`src/rtl/lcd1602_responder.sv`:
```
// Bus-level HD44780/1602 display model. It samples the controller's bus on
// clk, executes instruction/data writes against a 32-byte DDRAM, answers
// busy/address and data reads, and flags protocol misuse.
module lcd1602_responder #(
    parameter int BUSY_CYCLES  = 50,
    parameter int CLEAR_CYCLES = 100,
    parameter int COUNT_WIDTH  = 16
) (
    input  logic                   clk,
    input  logic                   reset,
    input  logic                   lcd_rs,
    input  logic                   lcd_rw,
    input  logic                   lcd_e,
    input  logic [7:0]             lcd_data_i,
    output logic [7:0]             lcd_data_o,
    output logic                   busy_o,
    output logic [6:0]             cursor_o,
    output logic                   display_on_o,
    output logic                   incr_o,
    input  logic [4:0]             peek_addr_i,
    output logic [7:0]             peek_data_o,
    output logic                   proto_err_o,
    output logic                   addr_err_o,
    output logic [COUNT_WIDTH-1:0] instr_count_o,
    output logic [COUNT_WIDTH-1:0] data_count_o
);

    typedef enum logic [1:0] {S_IDLE, S_BUSY, S_CLEAR} state_t;

    // Clear holds busy for the 32-cycle fill plus the settle time; one
    // down-counter covers both, the fill runs while it is above CLEAR_CYCLES.
    localparam logic [31:0] LP_BUSY    = 32'(BUSY_CYCLES);
    localparam logic [31:0] LP_CLR     = 32'(CLEAR_CYCLES);
    localparam logic [31:0] LP_CLR_TOT = 32'(CLEAR_CYCLES + 32);

    state_t                 r_state;
    state_t                 w_state_nxt;
    logic                   r_e_q;
    logic [31:0]            r_cnt;
    logic [4:0]             r_fill;
    logic [7:0]             r_ddram [32];
    logic [6:0]             r_cursor;
    logic                   r_incr;
    logic                   r_disp;
    logic                   r_proto;
    logic                   r_aerr;
    logic [7:0]             r_dout;
    logic [7:0]             r_peek;
    logic [COUNT_WIDTH-1:0] r_icnt;
    logic [COUNT_WIDTH-1:0] r_dcnt;

    logic       w_fall, w_rise, w_wr, w_rd_data;
    logic       w_acc, w_rej, w_instr, w_dwr, w_is_clear;
    logic       w_busy, w_filling, w_dd_ok;
    logic [4:0] w_cur_idx;
    logic [6:0] w_cur_step;

    // Cursor walk: line 1 is 0x00-0x0F, line 2 is 0x40-0x4F, wrapping between them.
    function automatic logic [6:0] f_step(input logic [6:0] c, input logic inc);
        logic [6:0] n;
        if (inc) begin
            if (c == 7'h0F)      n = 7'h40;
            else if (c == 7'h4F) n = 7'h00;
            else                 n = c + 7'd1;
        end else begin
            if (c == 7'h00)      n = 7'h4F;
            else if (c == 7'h40) n = 7'h0F;
            else                 n = c - 7'd1;
        end
        return n;
    endfunction

    assign w_fall     = r_e_q & ~lcd_e;
    assign w_rise     = ~r_e_q & lcd_e;
    assign w_wr       = w_fall & ~lcd_rw;
    assign w_rd_data  = w_fall & lcd_rw & lcd_rs;
    assign w_busy     = (r_state != S_IDLE);
    assign w_acc      = w_wr & ~w_busy;
    assign w_rej      = w_wr & w_busy;
    assign w_instr    = w_acc & ~lcd_rs;
    assign w_dwr      = w_acc & lcd_rs;
    assign w_is_clear = w_instr & (lcd_data_i == 8'h01);
    assign w_filling  = (r_state == S_CLEAR) && (r_cnt > LP_CLR);
    assign w_dd_ok    = (lcd_data_i[6:4] == 3'b000) || (lcd_data_i[6:4] == 3'b100);
    assign w_cur_idx  = {r_cursor[6], r_cursor[3:0]};
    assign w_cur_step = f_step(r_cursor, r_incr);

    // Edge detector register for the enable strobe.
    always_ff @(posedge clk) begin
        if (!reset) r_e_q <= 1'b0;
        else        r_e_q <= lcd_e;
    end

    // State register.
    always_ff @(posedge clk) begin
        if (!reset) r_state <= S_IDLE;
        else        r_state <= w_state_nxt;
    end

    // Next state: accepted writes start busy; the counter ends busy/clear.
    always_comb begin
        w_state_nxt = r_state;
        case (r_state)
            S_IDLE:  if (w_acc) w_state_nxt = w_is_clear ? S_CLEAR : S_BUSY;
            S_BUSY:  if (r_cnt <= 32'd1) w_state_nxt = S_IDLE;
            S_CLEAR: if (r_cnt <= 32'd1) w_state_nxt = S_IDLE;
            default: w_state_nxt = S_IDLE;
        endcase
    end

    // Busy/clear duration counter and clear fill pointer.
    always_ff @(posedge clk) begin
        if (!reset) begin
            r_cnt  <= 32'd0;
            r_fill <= 5'd0;
        end else if (w_acc) begin
            r_cnt  <= w_is_clear ? LP_CLR_TOT : LP_BUSY;
            r_fill <= 5'd0;
        end else begin
            if (w_busy && r_cnt != 32'd0) r_cnt <= r_cnt - 32'd1;
            if (w_filling)                r_fill <= r_fill + 5'd1;
        end
    end

    // DDRAM: blanked by reset and by the clear fill, written by data writes.
    always_ff @(posedge clk) begin
        if (!reset) begin
            for (int i = 0; i < 32; i++) r_ddram[i] <= 8'h20;
        end else if (w_filling) begin
            r_ddram[r_fill] <= 8'h20;
        end else if (w_dwr) begin
            r_ddram[w_cur_idx] <= lcd_data_i;
        end
    end

    // Instruction decode (highest set bit wins) and cursor movement.
    always_ff @(posedge clk) begin
        if (!reset) begin
            r_cursor <= 7'h00;
            r_incr   <= 1'b1;
            r_disp   <= 1'b0;
            r_aerr   <= 1'b0;
        end else if (w_instr) begin
            if (lcd_data_i[7]) begin
                if (w_dd_ok) r_cursor <= lcd_data_i[6:0];
                else         r_aerr   <= 1'b1;
            end else if (lcd_data_i[6:4] != 3'b000) begin
                // shift / function set / CGRAM address: no modelled effect
            end else if (lcd_data_i[3]) begin
                r_disp <= lcd_data_i[2];
            end else if (lcd_data_i[2]) begin
                r_incr <= lcd_data_i[1];
            end else if (lcd_data_i[1]) begin
                r_cursor <= 7'h00;
            end else if (lcd_data_i[0]) begin
                r_cursor <= 7'h00;
                r_incr   <= 1'b1;
            end
        end else if (w_dwr || w_rd_data) begin
            r_cursor <= w_cur_step;
        end
    end

    // Sticky protocol error and saturating transaction counters.
    always_ff @(posedge clk) begin
        if (!reset) begin
            r_proto <= 1'b0;
            r_icnt  <= '0;
            r_dcnt  <= '0;
        end else begin
            if (w_rej) r_proto <= 1'b1;
            if (w_instr && r_icnt != '1) r_icnt <= r_icnt + 1'b1;
            if (w_dwr && r_dcnt != '1)   r_dcnt <= r_dcnt + 1'b1;
        end
    end

    // Read data is launched on the rising enable so it is stable by the fall.
    always_ff @(posedge clk) begin
        if (!reset) begin
            r_dout <= 8'h00;
        end else if (w_rise && lcd_rw) begin
            r_dout <= lcd_rs ? r_ddram[w_cur_idx] : {w_busy, r_cursor};
        end
    end

    // Registered debug port into DDRAM.
    always_ff @(posedge clk) begin
        if (!reset) r_peek <= 8'h20;
        else        r_peek <= r_ddram[peek_addr_i];
    end

    assign lcd_data_o    = r_dout;
    assign busy_o        = w_busy;
    assign cursor_o      = r_cursor;
    assign display_on_o  = r_disp;
    assign incr_o        = r_incr;
    assign peek_data_o   = r_peek;
    assign proto_err_o   = r_proto;
    assign addr_err_o    = r_aerr;
    assign instr_count_o = r_icnt;
    assign data_count_o  = r_dcnt;

endmodule

```
`config.mk`:
```
export PLATFORM = sky130hd
export DESIGN_NAME = lcd1602_responder
export DESIGN_NICKNAME = d
export VERILOG_FILES = /design/src/rtl/lcd1602_responder.sv
export SDC_FILE = /design/constraint.sdc
export NUM_CORES = 1
export LEC_CHECK = 0
export ABC_AREA = 1
export CAP_MARGIN = 0
export CELL_PAD_IN_SITES_DETAIL_PLACEMENT = 0
export CELL_PAD_IN_SITES_GLOBAL_PLACEMENT = 1
export CORE_MARGIN = 2
export CORE_UTILIZATION = 50
export DETAILED_ROUTE_END_ITERATION = 8
export PLACE_DENSITY_LB_ADDON = 0.1
export SLEW_MARGIN = 20
export SYNTH_ARGS = -nofsm -noshare
export SYNTH_HDL_FRONTEND = slang
export SYNTH_SLANG_ARGS = --single-unit
```
`constraint.sdc`:
```
create_clock -name clk -period 8.5 [get_ports clk]
set_clock_uncertainty 0.2 [all_clocks]
set_input_delay 1.7 -clock clk [delete_from_list [all_inputs] [get_ports clk]]
set_output_delay 1.7 -clock clk [all_outputs]
set_load 0.05 [all_outputs]
```
# Word-level counts from Yosys, hierarchy flattened
# Memory sizes are Yosys's and may differ from the RTL's. A register that Yosys moved wholly into a read port is not among the register bits.
# Index checks and enable logic that the tools add are counted.
# word_totals
elab_cells	125
output_inout_bits	60
regBits	91
ramBits	256
memories	1
inputBits	18
# memory_table
memory	words	word_bits	read_ports	rd_clocked_by_memory_dff	write_ports	line	rtl
r_ddram	32	8	2	2	32	41	logic [7:0] r_ddram [32];
# op_classes
n_addsub	6
n_mux	41
n_reduce_logical	26
eq_ne	17
n_bitwise	20
magnitude_cmp	2
# ops
operator	n
two-way mux 7 bit	14
two-way mux 32 bit	2
adder 16 x 1 -> 16 bit (second input constant)	2
greater-than comparator 32 x 7 -> 1 bit (second input constant)	1
<= comparator 32 x 1 -> 1 bit (second input constant)	1
two-way mux 8 bit	4
inequality test 16 bit (second input constant)	2
nonzero test 32 bit	1
subtractor 32 x 1 -> 32 bit (second input constant)	1
two-way mux 5 bit	4
OR reduction 8 bit	2
equality test 7 bit (second input constant)	2
two-way mux 1 bit	13
AND reduction 6 bit	2
AND 1 bit	10
NOT 1 bit	10
inequality test 3 bit (second input constant)	3
equality test 8 x 1 -> 1 bit (second input constant)	1
nonzero test 2 bit	4
adder 7 x 1 -> 7 bit (second input constant)	1
equality test 7 x 4 -> 1 bit (second input constant)	1
zero test 7 bit	1
subtractor 7 x 1 -> 7 bit (second input constant)	1
two-way mux 2 bit	3
19 further kinds	26

# Logic depth before layout (Yosys ltp)
# Gate-level depths: netlist of the first run.
# logic_depth
word_depth	11
depth_mapped	18
mapped_depth_nobuf	17

# Worst setup path before layout of the first run
# OpenSTA, ideal clock, no wires.
# synth_path
kind	input to register
startpoint	input lcd_rw
endpoint	memory r_ddram[18][0], enable pin
arrival_ns	3.352
cell_stages	12
t_required_ns	7.971
path_buffers	1
setup_slack_ns	4.619
setup_ns	0.329
cell_sequence	nor3_4 -> nand2_2 -> nor2_2 -> inv_2 -> nor2_8 -> nand3_1 -> nand2_1 -> nand2_2 -> nor2_8 -> buf_6 -> nand2_2 -> nand2_1
# synth_rtl
element	line	rtl
start, declared	12	input logic lcd_rw,
end, declared	41	

==> reports/metrics.cfg, run 1 <==
[status]
status=finished clean

[sta]
slew_headroom_pct=31.5
hold_violations=0
finalMaxSlewViolations=0
finalCriticalPeriod_ns=4.89
holdWs_ns=0.258
rsz0062_at_grt=false
setup_violations=0
setup_tns_ns=0
worstMarginPinSlew_ns=1.03
finalCritPeriodShare_pct=57.5
max_freq_mhz=205

[floorplanning]
die_area_sq_um=40600
die_w_um=202
start_util_pct=50.6
die_y_um=202
io_pins=78
coreArea_sq_um=38600
num_rows=72

[synth]
syn_area_sq_um=19500
syn_avg_cell_area_sq_um=8.09
synthMuxAreaShare_pct=0
synth.top_cells.by_area=edfxtp_1 (39%), nor2_1 (12%), dfxtp_1 (11%), o21ai_0 (8.0%), nand2_1 (4.8%)
synth_top_family_by_area=simple AND/OR/NAND/NOR gates
syn_inst=2412
ys_seq_area_share_pct=50.0
synth.distinct_cells=49
yosys_register_bits=360
synth_top_area_share_pct=39.4
ys_warn_count=0
synth-compound-area-share_pct=16.9
synth.most_common_cell=nor2_1
synth-main-ff-cell=edfxtp_1
synth_nets=2440
synth_edf_count=256
synth_top_cell_by_area=edfxtp_1
synthAdderAreaFrac_pct=0.641
synth_common_cells=nor2_1 (643), o21ai_0 (313), edfxtp_1 (256)
synth_xor_area_share_pct=0.808
synth-simple-area-share_pct=26.1
async_reset_ff_share_pct=0

[worst_setup_path]
crit_start=reset
rrSetupSlack_ns=4.71
end_kind=register
required_ns=8.59
worst_setup_path_start_kind=primary input
reg2reg_depth=10
crit_arrival_ns=4.98
r2r_end=lcd_data_o[7]
crit_path_frequent_cell=buf_4
crit_path_max_incr_delay_ns=0.80
cp_cell_sequence=buf_2 -> buf_4 -> clkinv_1 -> buf_4 -> nor2_8 -> nand2_4 -> nor2_2 -> buf_4 -> nand3_1
endpoint=r_ddram[17][5]
crit_path_top_delay_cell=nor2_2
cp_max_fo=39
criticalPathCategory=in2reg

[pwr]
power_density_nw_per_um2=212
clkPwrFrac_pct=43.7
combPwrFrac_pct=13.8
leakagePower_nw=7.74
vdd_drop_max_v=0.000143
power_switching_mw=1.26
power_switching_share_pct=27.0
intPower_mw=3.41
seqPwrFrac_pct=42.4

[clocking]
post_cts_resized=0
cts_num_sinks=360
numCtsBuffers=41
ctsRootBufferMaster=clkbuf_16
cts_tree=built
clock_path_buffers=3
clkTransAtPathRegs_ns=0.06
cts_setup_buffers=0
cts_hold_buf=0
clkLatencyLatePin_ns=0.58
cts_max_level=2

[drt]
drt_iter0_drc=2307
wl_met2_um=28900
drt_first_pass_iters=6
wl_um=67200
top_layer_used=met4
drt-met1-wl_um=28400
via_count=18230
vias_per_cell=6.17
remaining_drc_errors=0
antenna_left=0
wire_per_inst_um=22.8
met3WireLength_um=7580

[global_routing]
grt_start_max_net_pins=86
antenna_found_initial=0
grt_pass1_vias=17031
grt_first_pass_wirelength_um=102000
grt_usage_pct=32.9
grt-ovfl-total=0

[placement]
gp_congestion=0.948
port_buffers=77
placed_area_sq_um=20500
place_hpwl_um=43500

[job]
drv_cap=0

[cells_and_area]
final_nets=2433
fin_area_sq_um=22100
antenna_cells=0
area_growth_pct=13.1
layout-drive-gt1-share_pct=7.10

[hold_path]
hold_depth=2
hold_path.class=reg2reg

registers in the layout, summed over array words and instances, names as in the netlist, named ones only:
| register | cells |
|---|---|
| display_on_o | 1 |
| r_state | 2 |
| r_fill | 5 |
| data_count_o | 16 |
| r_ddram | 256 |
| incr_o | 1 |
| r_cnt | 32 |
| cursor_o | 7 |
| lcd_data_o | 8 |
| peek_data_o | 8 |
| instr_count_o | 16 |
| r_e_q | 1 |
| proto_err_o | 1 |
| addr_err_o | 1 |
cells in the final DEF (no fill, tap or decap), drive strengths merged:
cell type / Yosys / layout
nor2: 659 / 659
o21ai: 317 / 317
nand2: 289 / 289
edfxtp: 256 / 256
nand3: 176 / 176
inv: 115 / 116
dfxtp: 104 / 104
a21oi: 99 / 99
clkdlybuf4s50: 0 / 74
o211ai: 62 / 62
o221ai: 62 / 62
clkbuf: 141 / 49
buf: 14 / 31
nor3: 24 / 24
nand4: 20 / 20
xor2: 16 / 16
clkinv: 6 / 15
bufinv: 0 / 12
ha: 10 / 10
a31oi: 7 / 7
o22ai: 6 / 6
nand3b: 4 / 4
nor4: 4 / 4
clkinvlp: 0 / 4
or2: 3 / 3
nor3b: 2 / 2
a211oi: 2 / 2
and3: 2 / 2
o21a: 2 / 2
xnor2: 2 / 2
and2: 1 / 1
a22oi: 1 / 1
o31ai: 1 / 1
a32oi: 1 / 1
a31o: 1 / 1
o21bai: 1 / 1
o311a: 1 / 1
o2111ai: 1 / 1
cells by family after synthesis:
logic type                 count (synthesis)
buffers and inverters                    276
DFF                                      360
AOI/OAI and AO/OA                        564
xor gates and xnor gates                  18
adders and majority gates                 10
and+or+nand+nor                         1184
worst min-delay path by stage:
stage / start / endpoint / slack (ns)
finish: display_on_o / display_on_o / 0.26
global route: display_on_o / display_on_o / 0.30
CTS: display_on_o / display_on_o / 0.27
detailed placement: display_on_o / display_on_o / 0.25
global placement: display_on_o / display_on_o / 0.24
floorplan: r_state[0] / r_state[0] / 0.24
per-layer routing:
metal | vias to the layer above | global-route usage (%)
li1 | 8329 | -
met1 | 8658 | 47.7
met2 | 1070 | 48.3
met3 | 173 | 7.09
met4 | 0 | 12.4
met5 | - | 0
area by class of cell:
cell class              count  area (sq um)
flip-flops and latches    360          9770
inverters                 121           457
fillers                  3602         16500
repair buffers            105           968
multi-input cells        1776          8670
clock buffers              49          1100
clock inverters            26           450
well taps                 518           648
power by group through the flow:
stage	logic [mW]	clock network, mW	registers [mW]
2_1_floorplan	0.411	0	2.02
3_3_place_gp	0.619	0	2.02
3_5_place_dp	0.625	0	2.02
4_1_cts	0.629	2.06	1.98
5_1_grt	0.712	2.12	1.99
6_report	0.645	2.04	1.98
worst max-delay path, delay by kind of cell:
| family | cells | cell delay [ns] |
|---|---|---|
| buf+inv | 5 | 1.96 |
| simple gates | 4 | 1.26 |
metrics by stage:
stage | cells | total power [mW] | worst slack, ns | utilization [%]
5_1_grt | 2955 | 4.82 | 3.39 | 57.2
6_report | 2955 | 4.67 | 3.61 | 57.2
3_5_place_dp | 2880 | 2.64 | 3.09 | 53.2
3_3_place_gp | 2880 | 2.64 | 3.15 | 53.2
2_1_floorplan | 2412 | 2.43 | 4.62 | -
4_1_cts | 2955 | 4.67 | 3.68 | 57.2
Power figures use the tool's default switching activity.
==> run 2: changes to the inputs <==
--- a/config.mk
+++ b/config.mk
@@ -10,7 +10,7 @@
 export CELL_PAD_IN_SITES_DETAIL_PLACEMENT = 0
 export CELL_PAD_IN_SITES_GLOBAL_PLACEMENT = 1
 export CORE_MARGIN = 2
-export CORE_UTILIZATION = 50
+export CORE_UTILIZATION = 47
 export DETAILED_ROUTE_END_ITERATION = 8
 export PLACE_DENSITY_LB_ADDON = 0.1
 export SLEW_MARGIN = 20
==> constraint.sdc (replaced) <==
create_clock -name clk -period 4.9 [get_ports clk]
set_clock_uncertainty 0.2 [all_clocks]
set_input_delay 0.98 -clock clk [delete_from_list [all_inputs] [get_ports clk]]
set_output_delay 0.98 -clock clk [all_outputs]
set_load 0.05 [all_outputs]
==> run 2 against run 1 <==
Highest routed layer unchanged. Die area up 6.3%. Register-to-register slack worse by 3.4 ns. Largest cell class unchanged. Non-clock buffer count up 9.
==> reports/metrics.cfg, run 2 (same netlist as run 1, synthesis figures left out) <==
[status]
status=finished clean

[placement]
port_buffers=77
dp_cells=2903
place_ws_ns=0.722
gp_congestion=0.921
place_hpwl_um=45200

[clocking]
clock_path_buffers=3
clkLatencyLatePin_ns=0.58
cts_hold_buf=0
clkTransAtPathRegs_ns=0.06
numCtsBuffers=40
cts_num_sinks=360
ctsRootBufferMaster=clkbuf_16
cts_setup_buffers=0
cts_max_level=2
cts_tree=built
post_cts_resized=0

[floorplanning]
num_rows=74
io_pins=78
start_util_pct=47.7
die_area_sq_um=43200
coreArea_sq_um=40900
die_w_um=208
die_y_um=208

[worst_setup_path]
cp_cell_sequence=clkdlybuf4s50_1 -> nor3_4 -> nand2_2 -> nor2_2 -> inv_2 -> nor2_8 -> nand2_4 -> nand2_1 -> nand2_2 -> nor2_8 -> nand2_2 -> nand2_1
required_ns=4.94
crit_path_top_delay_cell=clkdlybuf4s50_1
reg2reg_depth=17
r2r-start=r_cnt[0]
crit_buf_inv=2
crit_arrival_ns=3.68
rrSetupSlack_ns=1.35
cpLargestDelayFamily=simple AND/OR/NAND/NOR gates
end_kind=register
criticalPathCategory=in2reg
crit_path_frequent_cell=nand2_2
worst_setup_path_start_kind=primary input
crit_path_max_incr_delay_ns=0.50
cp_max_fo=16
r2r_end=r_ddram[28][6]

[pwr]
vdd_drop_max_v=0.000262
combPwrFrac_pct=14.3
intPower_mw=5.60
power_switching_share_pct=28.2
clkPwrFrac_pct=41.6
power_switching_mw=2.20
seqPwrFrac_pct=44.1
leakagePower_nw=7.74
power_density_nw_per_um2=354

[cells_and_area]
nFillCells=3895
mostFrequentLayoutCells=nor2_1 (642), o21ai_0 (313), edfxtp_1 (256)
layout-drive-gt1-share_pct=7.53
final_common_cell=nor2_1
final_util_pct=53.9
final_cells=2978
top_register=r_ddram
largest_reg_flops=256
final_nets=2441
area_growth_pct=13.0
reg_top3=r_ddram x256, r_cnt x32

[drt]
drt_iter0_drc=2424
antenna_left=0
wl_um=68600
wire_per_inst_um=23.0
drt_first_pass_iters=8
vias_per_cell=6.11
via_count=18181
remaining_drc_errors=0

[job]
drv_cap=0

[sta]
finalMaxSlewViolations=0
max_freq_mhz=275
holdWs_ns=0.248
setup_violations=0
worstMarginPinSlew_ns=1.07
finalCritPeriodShare_pct=74.2
slew_headroom_pct=28.7
hold_violations=0
finalCriticalPeriod_ns=3.64
setup_ws_ns=1.26
setup_tns_ns=0
rsz0062_at_grt=false

[hold_path]
hp-start=display_on_o
hold_path.class=reg2reg
holdPathEnd=display_on_o
hold_depth=2

[global_routing]
grt_pass1_vias=16720
grt_usage_pct=31.2
grt_first_pass_wirelength_um=103000
antenna_found_initial=0
grt-ovfl-total=0
grt_start_max_net_pins=98

[run 2: changes by cell type in the layout (fill, tap and decap cells not counted), sizes merged]
cell / previous run / this run
bufinv: 12 / 4
clkinv: 15 / 17
buf: 31 / 40
clkinvlp: 4 / 3
diode: 0 / 1
clkbuf: 49 / 52
inv: 116 / 119
[run 2: how the worst max path moves through the flow]
| stage | from | depth (start not counted) | slack (ns) | end |
|---|---|---|---|---|
| after floorplan | lcd_rw | 12 | 1.74 | r_ddram[18][0] |
| after global placement | lcd_e | 12 | 0.81 | r_ddram[0][3] |
| after detailed placement | lcd_e | 12 | 0.72 | r_ddram[28][1] |
| after CTS | r_state[0] | 4 | 1.29 | busy_o |
| after global routing | r_cnt[0] | 17 | 1.01 | r_ddram[28][1] |
| final | lcd_e | 12 | 1.26 | r_ddram[28][6] |
[run 2: through the flow]
step | cell area [sq um] | total power, mW
floorplan | 19500 | 4.22
global placement | 20600 | 4.58
detailed placement | 20600 | 4.59
CTS | 22000 | 7.80
global route | 22000 | 8.05
finish | 22100 | 7.80
[run 2: layer usage]
metal / track usage [%] / wire [um]
met1: 45.3 / 29700
met2: 46.4 / 29900
met3: 6.82 / 7190
met4: 10.3 / 1760
met5: 0 / 0
[run 2: cell type report]
cell class              count  area, sq um  area share (%)
clock buffers              52         1170            5.32
multi-input cells        1776         8670            39.3
diodes                      1         2.50          0.0113
clock inverters            22          245            1.11
well taps                 532          666            3.02
inverters                 121          457            2.07
flip-flops and latches    360         9770            44.3
repair buffers            114         1060            4.81
[run 2: power groups by stage]
stage | combinational, mW | sequential [mW] | clock [mW]
global route | 1.23 | 3.45 | 3.37
finish | 1.12 | 3.44 | 3.24
floorplan | 0.713 | 3.50 | 0
detailed placement | 1.09 | 3.50 | 0
CTS | 1.09 | 3.44 | 3.27
global placement | 1.08 | 3.50 | 0
[run 2: tightest hold or removal path, cell delays in order (launching register included)]
cell and delay (ns):
dfxtp_1 0.31, inv_1 0.05, a21oi_1 0.05
